### src/rtl/viterbi_pkg.sv
// Shared types and defaults for the Viterbi decoder frame sequencer and its datapath.
package viterbi_pkg;

    localparam int unsigned FRAME_LEN_DEFAULT = 256;

    // Received encoded pair: bit1 first-coded, bit0 second-coded.
    typedef logic [1:0] rx_pair_t;

    typedef enum logic [2:0] {
        IDLE,
        INIT,
        ACCUM,
        FLUSH,
        TB,
        DRAIN,
        DONE
    } state_e;

endpackage

### src/rtl/viterbi_seq_ctrl.sv
// Frame sequencer for the Viterbi decoder: accepts symbol pairs, strobes ACS/survivor writes,
// then walks the survivor memory backwards and tags each decoded bit.
module viterbi_seq_ctrl
    import viterbi_pkg::*;
#(
    parameter  int unsigned FRAME_LEN = FRAME_LEN_DEFAULT,
    localparam int unsigned AW        = $clog2(FRAME_LEN)
) (
    input  logic          clk,
    input  logic          rst_n,
    input  logic          start,
    input  logic          sym_valid,
    output logic          sym_ready,
    input  rx_pair_t      sym_pair,
    output rx_pair_t      rx_pair,
    output logic          acs_init,
    output logic          acs_en,
    output logic          surv_we,
    output logic [AW-1:0] surv_waddr,
    output logic          tb_start,
    output logic          tb_re,
    output logic [AW-1:0] tb_raddr,
    output logic          dec_valid,
    output logic [AW-1:0] dec_idx,
    output logic          dec_last,
    output logic          busy,
    output logic          frame_done
);

    localparam logic [AW-1:0] LAST_IDX = AW'(FRAME_LEN - 1);

    state_e        state_q;
    logic [AW-1:0] sym_cnt_q, sym_cnt_d;
    logic [AW-1:0] tb_cnt_q, tb_cnt_d;
    rx_pair_t      rx_pair_q;
    logic          acs_init_q, acs_en_q, surv_we_q;
    logic [AW-1:0] surv_waddr_q;
    logic          tb_start_q, tb_re_q;
    logic          dec_valid_q, dec_last_q;
    logic [AW-1:0] dec_idx_q;
    logic          busy_q, frame_done_q;

    always_comb begin
        sym_cnt_d = sym_cnt_q + AW'(1);
        // Decrement saturates at zero so the read column never wraps.
        tb_cnt_d  = (tb_cnt_q != '0) ? tb_cnt_q - AW'(1) : '0;
    end

    always_ff @(posedge clk or negedge rst_n) begin
        if (!rst_n) begin
            state_q      <= IDLE;
            sym_cnt_q    <= '0;
            tb_cnt_q     <= '0;
            rx_pair_q    <= '0;
            acs_init_q   <= 1'b0;
            acs_en_q     <= 1'b0;
            surv_we_q    <= 1'b0;
            surv_waddr_q <= '0;
            tb_start_q   <= 1'b0;
            tb_re_q      <= 1'b0;
            dec_valid_q  <= 1'b0;
            dec_idx_q    <= '0;
            dec_last_q   <= 1'b0;
            busy_q       <= 1'b0;
            frame_done_q <= 1'b0;
        end else begin
            acs_init_q   <= 1'b0;
            acs_en_q     <= 1'b0;
            surv_we_q    <= 1'b0;
            tb_start_q   <= 1'b0;
            frame_done_q <= 1'b0;

            // Traceback read data returns one cycle after the address.
            dec_valid_q  <= tb_re_q;
            dec_idx_q    <= tb_cnt_q;
            dec_last_q   <= tb_re_q && (tb_cnt_q == '0);

            unique case (state_q)
                IDLE: begin
                    if (start) begin
                        state_q    <= INIT;
                        acs_init_q <= 1'b1;
                        busy_q     <= 1'b1;
                    end
                end
                INIT: begin
                    sym_cnt_q <= '0;
                    state_q   <= ACCUM;
                end
                ACCUM: begin
                    if (sym_valid) begin
                        rx_pair_q    <= sym_pair;
                        acs_en_q     <= 1'b1;
                        surv_we_q    <= 1'b1;
                        surv_waddr_q <= sym_cnt_q;
                        sym_cnt_q    <= sym_cnt_d;
                        if (sym_cnt_q == LAST_IDX) begin
                            state_q <= FLUSH;
                        end
                    end
                end
                FLUSH: begin
                    tb_cnt_q   <= LAST_IDX;
                    tb_re_q    <= 1'b1;
                    tb_start_q <= 1'b1;
                    state_q    <= TB;
                end
                TB: begin
                    tb_cnt_q <= tb_cnt_d;
                    if (tb_cnt_q == '0) begin
                        tb_re_q <= 1'b0;
                        state_q <= DRAIN;
                    end
                end
                DRAIN: begin
                    frame_done_q <= 1'b1;
                    state_q      <= DONE;
                end
                DONE: begin
                    busy_q  <= 1'b0;
                    state_q <= IDLE;
                end
                default: begin
                    state_q <= IDLE;
                end
            endcase
        end
    end

    assign sym_ready  = (state_q == ACCUM);
    assign rx_pair    = rx_pair_q;
    assign acs_init   = acs_init_q;
    assign acs_en     = acs_en_q;
    assign surv_we    = surv_we_q;
    assign surv_waddr = surv_waddr_q;
    assign tb_start   = tb_start_q;
    assign tb_re      = tb_re_q;
    assign tb_raddr   = tb_cnt_q;
    assign dec_valid  = dec_valid_q;
    assign dec_idx    = dec_idx_q;
    assign dec_last   = dec_last_q;
    assign busy       = busy_q;
    assign frame_done = frame_done_q;

endmodule

### config.mk
export PLATFORM = sky130hd
export DESIGN_NAME = viterbi_seq_ctrl
export DESIGN_NICKNAME = d
export VERILOG_FILES = /design/src/rtl/viterbi_pkg.sv /design/src/rtl/viterbi_seq_ctrl.sv
export SDC_FILE = /design/constraint.sdc
export NUM_CORES = 1
export LEC_CHECK = 0
export BUFFER_PORTS_ARGS = -buffer_cell sky130_fd_sc_hd__clkbuf_2
export CORE_MARGIN = 1
export CORE_UTILIZATION = 48
export DETAILED_ROUTE_END_ITERATION = 8
export HOLD_SLACK_MARGIN = 0.1
export PLACE_DENSITY = 0.74
export REMOVE_ABC_BUFFERS = 1
export SETUP_SLACK_MARGIN = 0.15
export SLEW_MARGIN = 20
export SYNTH_ARGS = -nofsm -noshare
export SYNTH_HDL_FRONTEND = slang
export SYNTH_SLANG_ARGS = --single-unit
### constraint.sdc
create_clock -name clk -period 1.75 [get_ports clk]
set_input_delay 0.4375 -clock clk [delete_from_list [all_inputs] [get_ports clk]]
set_output_delay 0.4375 -clock clk [all_outputs]
set_load 0.02 [all_outputs]
==> results of run 1 <==
## cells in the final DEF (no fill, tap or decap), drive strengths merged, types with 3 or more instances in the layout
cell / instances
xnor2: 4
buf: 20
inv: 8
a211oi: 4
nor2: 15
nand2: 41
clkbuf: 45
a21oi: 9
nand3: 8
o21ai: 5
o31ai: 5
and3: 3
dfrtp: 45
## worst reg2reg max path: cells and delay by family, from the launching register on
| kind | cells | cell delay (ps) |
|---|---|---|
| flip-flops | 1 | 400 |
| buffers and inverters | 1 | 130 |
| AND/OR/NAND/NOR | 4 | 1020 |
## Yosys cell counts (2+ instances only)
master    number  area, um^2
clkbuf_1       3        11.3
nor2_1        14        52.6
o21ai_1        3        15.0
xnor2_1        4        35.0
and3_1         3        18.8
o31ai_1        5        37.5
buf_2          3        15.0
inv_1          5        18.8
dfrtp_1       45        1130
a21oi_1        9        45.0
nand2_1       41         154
ha_1           2        25.0
a211oi_2       3        37.5
nand3_1        7        35.0
o21ai_0        2        10.0
o211ai_1       2        15.0
## path summary, 6_finish.rpt
path,to,slack (ps),depth (start not counted)
min in group clk,rx_pair[1],330,3
min,tb_raddr[3],200,2
max reg2reg,tb_raddr[7],140,5
max in group asynchronous,state_q[1],1140,2
min reg2reg,dec_valid,460,0
max,sym_ready,110,3
## through the flow
step	instances	util [%]	hold slack (ps)	TNS (ps)
after floorplan	171	-	142	-448
after global placement	274	59.8	444	0
after detailed placement	274	59.8	448	0
after CTS	286	64.5	214	0
after global routing	287	66.0	250	0
final	287	66.0	197	0
## logic make-up after synthesis
logic type                 synth area share (%)
xor gates and xnor gates                   2.32
adders and majority gates                  1.32
buffers and inverters                      3.18
DFF                                        59.6
and+or+nand+nor                            21.4
AOI/OAI and AO/OA                          12.2
## power groups by stage
| stage | Combinational, W | Sequential, W | Clock (W) |
|---|---|---|---|
| after floorplan | 0.000482 | 0.00199 | 0 |
| after global placement | 0.00142 | 0.00164 | 0 |
| after detailed placement | 0.00143 | 0.00166 | 0 |
| after CTS | 0.00152 | 0.00163 | 0.000831 |
| after global routing | 0.00171 | 0.00169 | 0.000870 |
| final | 0.00156 | 0.00164 | 0.000808 |
## cell type report
class	instances	area (um^2)	area share, %
Sequential cell	45	1130	46.1
Clock inverter	3	47.5	1.94
Clock buffer	5	68.8	2.81
Tap cell	48	60.1	2.45
Multi-Input combinational cell	120	764	31.2
Inverter	6	22.5	0.918
Timing Repair Buffer	60	358	14.6
## repair_timing
item	in CTS	in global routing
hold buffers	0	0
pin swaps	4	2
cloned	0	0
setup endpoints to repair	9	17
gates resized for setup	9	13
setup buffers	4	1
## layer usage
layer	part of all wire, %	routed length, um
met4	0.96	37
met5	0	0
met3	4.2	163
met1	48	1850
met2	47	1800
## flip-flops by register name (all words and copies together), names as in the netlist
| register | count |
|---|---|
| rx_pair | 2 |
| busy | 1 |
| tb_re | 1 |
| frame_done | 1 |
| dec_idx | 8 |
| dec_valid | 1 |
| sym_cnt_q | 8 |
| dec_last | 1 |
| acs_init | 1 |
| tb_raddr | 8 |
| tb_start | 1 |
| state_q | 3 |
| surv_waddr | 8 |
| surv_we | 1 |
==> summary.txt, run 1 <==
Pwr
  – Pwr per Cell Area: 1640 nW/um^2
  – Comb power frac: 39.0%
  – Max rail drop VDD: 0.000680 V
  – Sequential share of power: 40.9%
  – Clk pwr share: 20.1%
  – Total Power: 0.00401 W
  – Leak Pwr: 1.17 nW
  – Net Sw Power: 0.00161 W
  – Switching Share: 40.2%
  – Int Pwr: 0.00240 W

Timing
  – Relative slew slack: 63.3%
  – Clk_skew: 12.0 ps
  – Hold Fails Final Rpt: 0
  – Fmax: 0.608 GHz
  – RSZ-0062 raised after global routing: yes
  – Final WS setup: 106 ps
  – Final Cycle Share: 93.9%
  – Least-Margin Pin Slew: 551 ps
  – Final Critical Period: 1640 ps
  – Setup violators final: 0
  – Max-slew violation count: 0

Yosys
  – Asr flop ratio synth: 100%
  – Syn. warnings: 0
  – Synthesized area: 1890 um^2
  – Cells after synthesis: 179
  – Register area share after synthesis: 59.6%
  – Synth Register Bits: 45
  – Post-synthesis cell type count: 44
  – EDFF count, synth: 0
  – Ys flop type: dfrtp_1
  – Mean Syn Cell Area: 10.6 um^2

Final layout
  – Area Overhead vs Synth: 29.7%
  – Design area: 2450 um^2
  – Fillers: 290
  – Number of diodes: 0
  – Share of cells above drive strength 1: 39.3%
  – Final net count: 246

Clocking
  – Clock sinks: 45
  – Num CTS Buffers: 5
  – Buffer depth of the longest clock path: 2
  – Skew-Pair Late Insertion Delay: 310 ps
  – CTS tree: yes
  – H-tree levels: 2
  – Root Buffer Master: clkbuf_8
  – Clk slew on worst S/H paths: 90 ps

Route
  – Drt pass-1 iters: 4
  – Routed WL: 3850 um
  – Mean routed wirelength per cell: 13.4 um
  – Via count: 1,487
  – Starting DRT DRC Count: 123
  – Residual DRC count: 0
  – Final ANT Viol Nets: 0
  – Post-DR vias/cell: 5.18

Setup path
  – CP Launch Type: flop
  – Kind of end point of the critical path: primary output
  – CP Buf/Inv Count: 1
  – Top delay family on crit path: flip-flops
  – Largest fanout on the critical path: 3
  – Crit path launch: state_q[2]
  – Slowest cell on crit path: dfrtp_2
  – Worst Path Required: 1310 ps
  – Worst reg2reg path startpoint: tb_raddr[1]
  – Critical path type: flop to primary output
  – WP data arrival: 1210 ps
  – Crit path largest cell delay: 420 ps
  – CP cell instances: nand2b_2, nor2_4, buf_4

Outcome
  – Status: complete, no violations

GRT
  – Total GRT Usage: 20.2%
  – Busiest layer in global routing: met2
  – Met1 usage in global routing: 28.4%
  – Largest net degree at the start of global routing: 46
  – Met3 Usage GRT: 4.93%
  – First-pass GRT wire length: 6410 um
  – Vias in the first global route: 1,379
  – Met2 Use GR: 30.2%
  – Grt total ovfl: 0
  – Initial antenna violation count: 0

Die
  – Die area: 4190 um^2
  – Initial core utilization: 50.9%
  – I/O pin total: 42
  – Core area: 3720 um^2
  – Die Ht: 64.8 um
  – Row count: 22
  – Die width: 64.8 um

Placed design
  – IO buf count: 41
  – RePlAce Congestion: 0.799
  – DP Area: 2220 um^2
  – Detailed Place HPWL: 2530 um
  – Worst slack, placed: 36.0 ps

Hold path
  – Hold Crit Class: input pin to asynchronous set/reset pin

Run
  – Max Cap Viol: 0
(Power assumes the default switching activity.)
==> run 2: changes to the inputs <==
--- a/config.mk
+++ b/config.mk
@@ -5,6 +5,7 @@
 export SDC_FILE = /design/constraint.sdc
 export NUM_CORES = 1
 export LEC_CHECK = 0
+export ABC_AREA = 1
 export BUFFER_PORTS_ARGS = -buffer_cell sky130_fd_sc_hd__clkbuf_2
 export CORE_MARGIN = 1
 export CORE_UTILIZATION = 48
==> run 2 against run 1 <==
  * Count of clock-buffer cells in the layout increased by 1
  * Synthesized area increased by 2.6%
  * Non-clock buffer count decreased by 12
  * Routed wire length decreased by 4.8%
  * Register-to-register slack improved by 150 ps
  * Core utilization decreased by 4.0 points
  * Cell count increased by 9.8%
  * Synthesized cell count increased by 20%
  * Worst hold slack improved by 6.1 ps
  * Sequential share of layout area increased by 2.0 points
  * Maximum frequency increased by 6.3%
  * Flip-flop and latch count unchanged
  * Critical endpoint unchanged
  * Largest cell class unchanged
==> summary.txt, run 2 <==
Setup path
  – Largest fanout on the critical path: 3
  – Flop2flop setup slack: 290 ps
  – Worst reg2reg path startpoint: state_q[2]
  – Worst Path Required: 1310 ps
  – CP Launch Type: flop
  – Crit path launch: state_q[2]
  – WP data arrival: 1110 ps
  – Critical path type: flop to primary output
  – Kind of end point of the critical path: primary output

GRT
  – Grt total ovfl: 0
  – Vias in the first global route: 1,417
  – Largest net degree at the start of global routing: 46
  – First-pass GRT wire length: 6240 um
  – Total GRT Usage: 19.2%
  – Initial antenna violation count: 0

Yosys
  – Largest family of logic cells by synthesized area: simple AND/OR/NAND/NOR gates
  – Synth Register Bits: 45
  – EDFF count, synth: 0
  – Syn. warnings: 0
  – Most common cell in the netlist: nand2_1
  – Cells after synthesis: 215
  – Synth area leader: dfrtp_1
  – Mean Syn Cell Area: 9.03 um^2
  – Ys flop type: dfrtp_1
  – Synth Area in Simple Gates: 21.7%
  – Synthesized area: 1940 um^2
  – Mux cell area share after synthesis: 0%
  – Post-synthesis xor/xnor area fraction: 1.81%
  – Asr flop ratio synth: 100%
  – Synth Area in Adders: 1.29%
  – Post-synth top area share: 58.0%
  – Register area share after synthesis: 58.0%
  – Post-synth top cells: nand2_1 (56), dfrtp_1 (45), inv_1 (26)
  – Compound-Gate Fraction of Synth Area: 9.80%
  – Post-synthesis cell type count: 26
  – Dominant cells by area after synthesis: dfrtp_1 (58%), nand2_1 (11%), inv_1 (5.0%)

Timing
  – Setup violators final: 0
  – Total negative setup slack: 0 ps
  – Final Critical Period: 1550 ps
  – Max-slew violation count: 0
  – Final WS setup: 204 ps
  – Fmax: 0.647 GHz
  – Final Cycle Share: 88.3%
  – Clk_skew: 7.17 ps
  – Relative slew slack: 64.0%
  – RSZ-0062 raised after global routing: no
  – Least-Margin Pin Slew: 540 ps
  – Hold Fails Final Rpt: 0

Pwr
  – Comb power frac: 42.5%
  – Net Sw Power: 0.00169 W
  – Switching Share: 43.1%
  – Pwr per Cell Area: 1670 nW/um^2
  – Max rail drop VDD: 0.000828 V
  – Leak Pwr: 1.20 nW
  – Int Pwr: 0.00223 W
  – Clk pwr share: 15.5%
  – Total Power: 0.00392 W
  – Sequential share of power: 42.1%

Clocking
  – Clock sinks: 45
  – Clk slew on worst S/H paths: 80 ps
  – H-tree levels: 2
  – Root Buffer Master: clkbuf_8
  – Num CTS Buffers: 5
  – Buffer depth of the longest clock path: 2
  – Skew-Pair Late Insertion Delay: 290 ps
  – CTS tree: yes

Route
  – Mean routed wirelength per cell: 11.6 um
  – Drt pass-1 iters: 4
  – Post-DR vias/cell: 4.97
  – Residual DRC count: 0
  – Final ANT Viol Nets: 0
  – Starting DRT DRC Count: 85
  – Via count: 1,566
  – Routed WL: 3670 um

Run
  – Max Cap Viol: 0

Final layout
  – Final net count: 274
  – Final Util: 62.0%
  – Fillers: 335
  – Sequential Area: 1130 um^2
  – Cell Count, Final, Fillers Out: 315
  – Most common cell after layout, fill and taps aside: nand2_1
  – Area Overhead vs Synth: 20.5%
  – Share of cells above drive strength 1: 24.7%
  – Number of diodes: 0
  – Footprint of the multi-input gates: 694 um^2
  – Commonest non-fill, non-tap cells in the layout: nand2_1 (56), dfrtp_1 (45), clkbuf_2 (40)

Hold path
  – Hold Crit Class: input pin to asynchronous set/reset pin

Placed design
  – RePlAce Congestion: 0.847
  – Detailed Place HPWL: 2590 um
  – Worst slack, placed: 173 ps
  – IO buf count: 41
  – Placed Cells: 302

Die
  – Core area: 3770 um^2
  – Die area: 4300 um^2
  – Initial core utilization: 51.5%
  – Row count: 22
  – I/O pin total: 42
  – Die Ht: 65.6 um
  – Die width: 65.6 um

Outcome
  – Status: complete, no violations
[run 2: stage by stage]
stage                     instance area [um^2]  hold WS [ps]
after global placement                    2190           382
after global routing                      2340           263
after CTS                                 2310           229
after floorplan                           1910           142
final                                     2340           203
after detailed placement                  2190           396
[run 2: layout make-up]
type                       count  area share, %
sequential                    45           48.2
clock buffer                   6           3.10
timing repair buffer          48           11.3
multi-input combinational    137           29.7
clock inverter                 2          0.428
inverter                      29           4.76
tap                           48           2.57
[run 2: layer usage]
metal,up-vias,routed length (um),GRT usage [%]
li1,786,-,-
met4,0,50,8.15
met1,734,1820,25.8
met2,40,1650,30.0
met5,-,0,0
met3,6,143,4.17
[run 2: cells by family (layout without fill, tap and decap cells)]
group | count (synthesis) | after routing
and+or+nand+nor | 95 | 95
DFF | 45 | 45
AOI/OAI and AO/OA | 36 | 36
buffers and inverters | 33 | 85
xor gates and xnor gates | 4 | 4
adders and majority gates | 2 | 2
[run 2: power by group through the flow]
| stage | Combinational, W | Clock (W) | Sequential (W) |
|---|---|---|---|
| after detailed placement | 0.00155 | 0 | 0.00167 |
| after CTS | 0.00163 | 0.000625 | 0.00165 |
| after global routing | 0.00185 | 0.000667 | 0.00170 |
| after global placement | 0.00153 | 0 | 0.00166 |
| final | 0.00166 | 0.000606 | 0.00165 |
| after floorplan | 0.000698 | 0 | 0.00198 |
[run 2: worst paths after layout]
check	endpoint	cells after the start
worst min-delay path	dec_idx[7]	2
min in group clk	rx_pair[1]	3
worst max-delay path	sym_ready	4
worst max register to register	tb_raddr[0]	8
max in group asynchronous	sym_cnt_q[5]	2
worst min register to register	dec_idx[0]	0
[run 2: timing repair]
action,4_1_cts,5_1_grt
resized for setup,2,5
pin swaps,1,0
endpoints found under the setup margin,1,10
setup buffers,4,1
hold buffers,0,0
gates cloned,0,0
[run 2: critical path, cell delays in order (launching register included)]
cell and delay, ps:
dfrtp_1 400, inv_2 80, nand2_4 80, nor2_8 130
buf_6 130
==> run 3: changes to the inputs <==
--- a/config.mk
+++ b/config.mk
@@ -6,12 +6,12 @@
 export NUM_CORES = 1
 export LEC_CHECK = 0
 export ABC_AREA = 1
-export BUFFER_PORTS_ARGS = -buffer_cell sky130_fd_sc_hd__clkbuf_2
 export CORE_MARGIN = 1
-export CORE_UTILIZATION = 48
+export CORE_UTILIZATION = 55
 export DETAILED_ROUTE_END_ITERATION = 8
+export DONT_BUFFER_PORTS = 1
 export HOLD_SLACK_MARGIN = 0.1
-export PLACE_DENSITY = 0.74
+export PLACE_DENSITY = 0.72
 export REMOVE_ABC_BUFFERS = 1
 export SETUP_SLACK_MARGIN = 0.15
 export SLEW_MARGIN = 20
==> run 3 against run 2 <==
  * Maximum frequency fell by 5.4%
  * Critical path depth did not move
  * Critical endpoint unchanged
  * Highest routed layer unchanged
  * Count of clock-buffer cells in the layout fell by 1
  * Clock skew rose by 4.2 ps
  * Worst hold slack got worse by 28 ps
  * Global-route usage rose by 4.3 points
  * Worst setup slack got worse by 88 ps
  * Die area fell by 12%
  * Flip-flop and latch count did not move
  * Clock power fell by 16%
==> summary.txt, run 3 (same netlist as run 2, synthesis figures left out) <==
Outcome
  – Status: complete, no violations

Timing
  – Setup violators final: 0
  – Fmax: 0.612 GHz
  – Final Cycle Share: 93.4%
  – Final WS setup: 116 ps
  – Hold Fails Final Rpt: 0
  – Clk_skew: 11.4 ps
  – Hold slack final: 175 ps
  – Relative slew slack: 74.6%
  – Least-Margin Pin Slew: 380 ps
  – Total negative setup slack: 0 ps
  – Final Critical Period: 1630 ps
  – RSZ-0062 raised after global routing: yes
  – Max-slew violation count: 0

Route
  – Starting DRT DRC Count: 77
  – Residual DRC count: 0
  – Via count: 1,513
  – Routed WL: 4040 um
  – Met3 wire len: 195 um
  – Mean routed wirelength per cell: 14.4 um
  – M1 WL: 1830 um
  – Drt pass-1 iters: 4
  – Final ANT Viol Nets: 0
  – Max layer used: met4
  – Post-DR vias/cell: 5.38
  – Metal2 WL: 1930 um

Pwr
  – Net Sw Power: 0.00171 W
  – Clk pwr share: 13.6%
  – Comb power frac: 33.7%
  – Switching Share: 45.9%
  – Leak Pwr: 1.05 nW
  – Max rail drop VDD: 0.000827 V
  – Int Pwr: 0.00202 W
  – Pwr per Cell Area: 1700 nW/um^2
  – Sequential share of power: 52.7%

Die
  – Die area: 3770 um^2
  – Row count: 21
  – Core area: 3360 um^2
  – Die width: 61.4 um
  – I/O pin total: 42
  – Initial core utilization: 57.7%
  – Die Ht: 61.4 um

Clocking
  – H-tree levels: 2
  – Clk slew on worst S/H paths: 140 ps
  – Buffer depth of the longest clock path: 2
  – Num CTS Buffers: 5
  – Root Buffer Master: clkbuf_4
  – Clock sinks: 45
  – Skew-Pair Late Insertion Delay: 370 ps
  – CTS tree: yes

Setup path
  – Critical path type: flop to primary output
  – Worst Path Required: 1310 ps
  – R2R cell count: 6
  – WP data arrival: 1200 ps
  – CP Buf/Inv Count: 2
  – Kind of end point of the critical path: primary output
  – Largest fanout on the critical path: 7
  – Top delay family on crit path: flip-flops
  – CP Launch Type: flop
  – Slowest cell on crit path: dfrtp_1
  – Crit path largest cell delay: 420 ps
  – CP Depth: 4
  – CP cell instances: inv_2, nand2_4, nor2_8, buf_8

GRT
  – Largest net degree at the start of global routing: 46
  – Vias in the first global route: 1,411
  – First-pass GRT wire length: 6270 um
  – Initial antenna violation count: 0
  – Total GRT Usage: 23.6%
  – Grt total ovfl: 0

Placed design
  – RePlAce Congestion: 0.870
  – IO buf count: 0
  – Detailed Place HPWL: 2700 um
  – Worst slack, placed: 143 ps

Final layout
  – Commonest non-fill, non-tap cells in the layout: nand2_1 (55), dfrtp_1 (43), inv_1 (25)
  – Area Overhead vs Synth: 13.0%
  – Final net count: 242
  – Number of diodes: 0
  – Share of cells above drive strength 1: 16.2%
  – Most common cell after layout, fill and taps aside: nand2_1

Hold path
  – Worst Hold Depth: 2
  – Hold Crit Class: input pin to flop

Run
  – Max Cap Viol: 0
run 3: changes by cell type in the layout (fill, tap and decap cells not counted), sizes merged:
cell | before | now
dlygate4sd3 | 0 | 1
clkinvlp | 0 | 1
clkinv | 2 | 1
inv | 29 | 30
buf | 8 | 15
clkbuf | 46 | 5
run 3: repair_timing:
item | CTS | global route
resized for setup | 5 | 3
setup endpoints to repair | 3 | 9
buffers inserted | 4 | 5
gates cloned | 0 | 0
hold buffers | 2 | 0
pin swaps | 0 | 2
endpoints found under the hold margin | 45 | 0
run 3: worst register-to-register path, cell delays in order (launching register included):
cell	delay, ps
dfrtp_2	480
inv_1	150
ha_1	250
nand2_2	120
o21ai_4	200
buf_4	140
o21ai_0	70
run 3: metal layers:
| metal | vias to the layer above | GRT usage (%) |
|---|---|---|
| met1 | 738 | 30.6 |
| met5 | - | 0 |
| met3 | 7 | 5.04 |
| met4 | 0 | 11.4 |
| met2 | 47 | 37.7 |
| li1 | 721 | - |
run 3: through the flow:
step | instance area (um^2) | utilization, % | total power [W] | cells
after detailed placement | 2000 | 59.6 | 0.00303 | 262
after floorplan | 1910 | - | 0.00268 | 211
final | 2190 | 65.2 | 0.00373 | 281
after global placement | 2000 | 59.6 | 0.00297 | 262
after global routing | 2190 | 65.2 | 0.00401 | 281
after CTS | 2150 | 64.0 | 0.00366 | 276
run 3: final cells by class:
class | instances | area (um^2)
Inverter | 29 | 111
Clock buffer | 5 | 37.5
Sequential cell | 45 | 1130
Multi-Input combinational cell | 137 | 687
Fill cell | 291 | 1170
Timing Repair Buffer | 16 | 150
Tap cell | 46 | 57.6
Clock inverter | 3 | 21.3
run 3: final timing paths:
kind,startpoint,endpoint,slack [ps]
setup / recovery,state_q[2],sym_ready,120
hold / removal,sym_pair[1],rx_pair[1],170
setup reg to reg,tb_raddr[0],tb_raddr[3],230
hold reg to reg,tb_raddr[0],dec_idx[0],500
max in group asynchronous,rst_n,state_q[0],990
min in group asynchronous,rst_n,tb_raddr[2],570
run 3: power groups by stage:
stage / Sequential, W / Clock (W) / Combinational (W)
after floorplan: 0.00198 / 0 / 0.000698
after global placement: 0.00197 / 0 / 0.000997
after detailed placement: 0.00198 / 0 / 0.00105
after CTS: 0.00196 / 0.000534 / 0.00116
after global routing: 0.00203 / 0.000569 / 0.00141
final: 0.00197 / 0.000507 / 0.00126
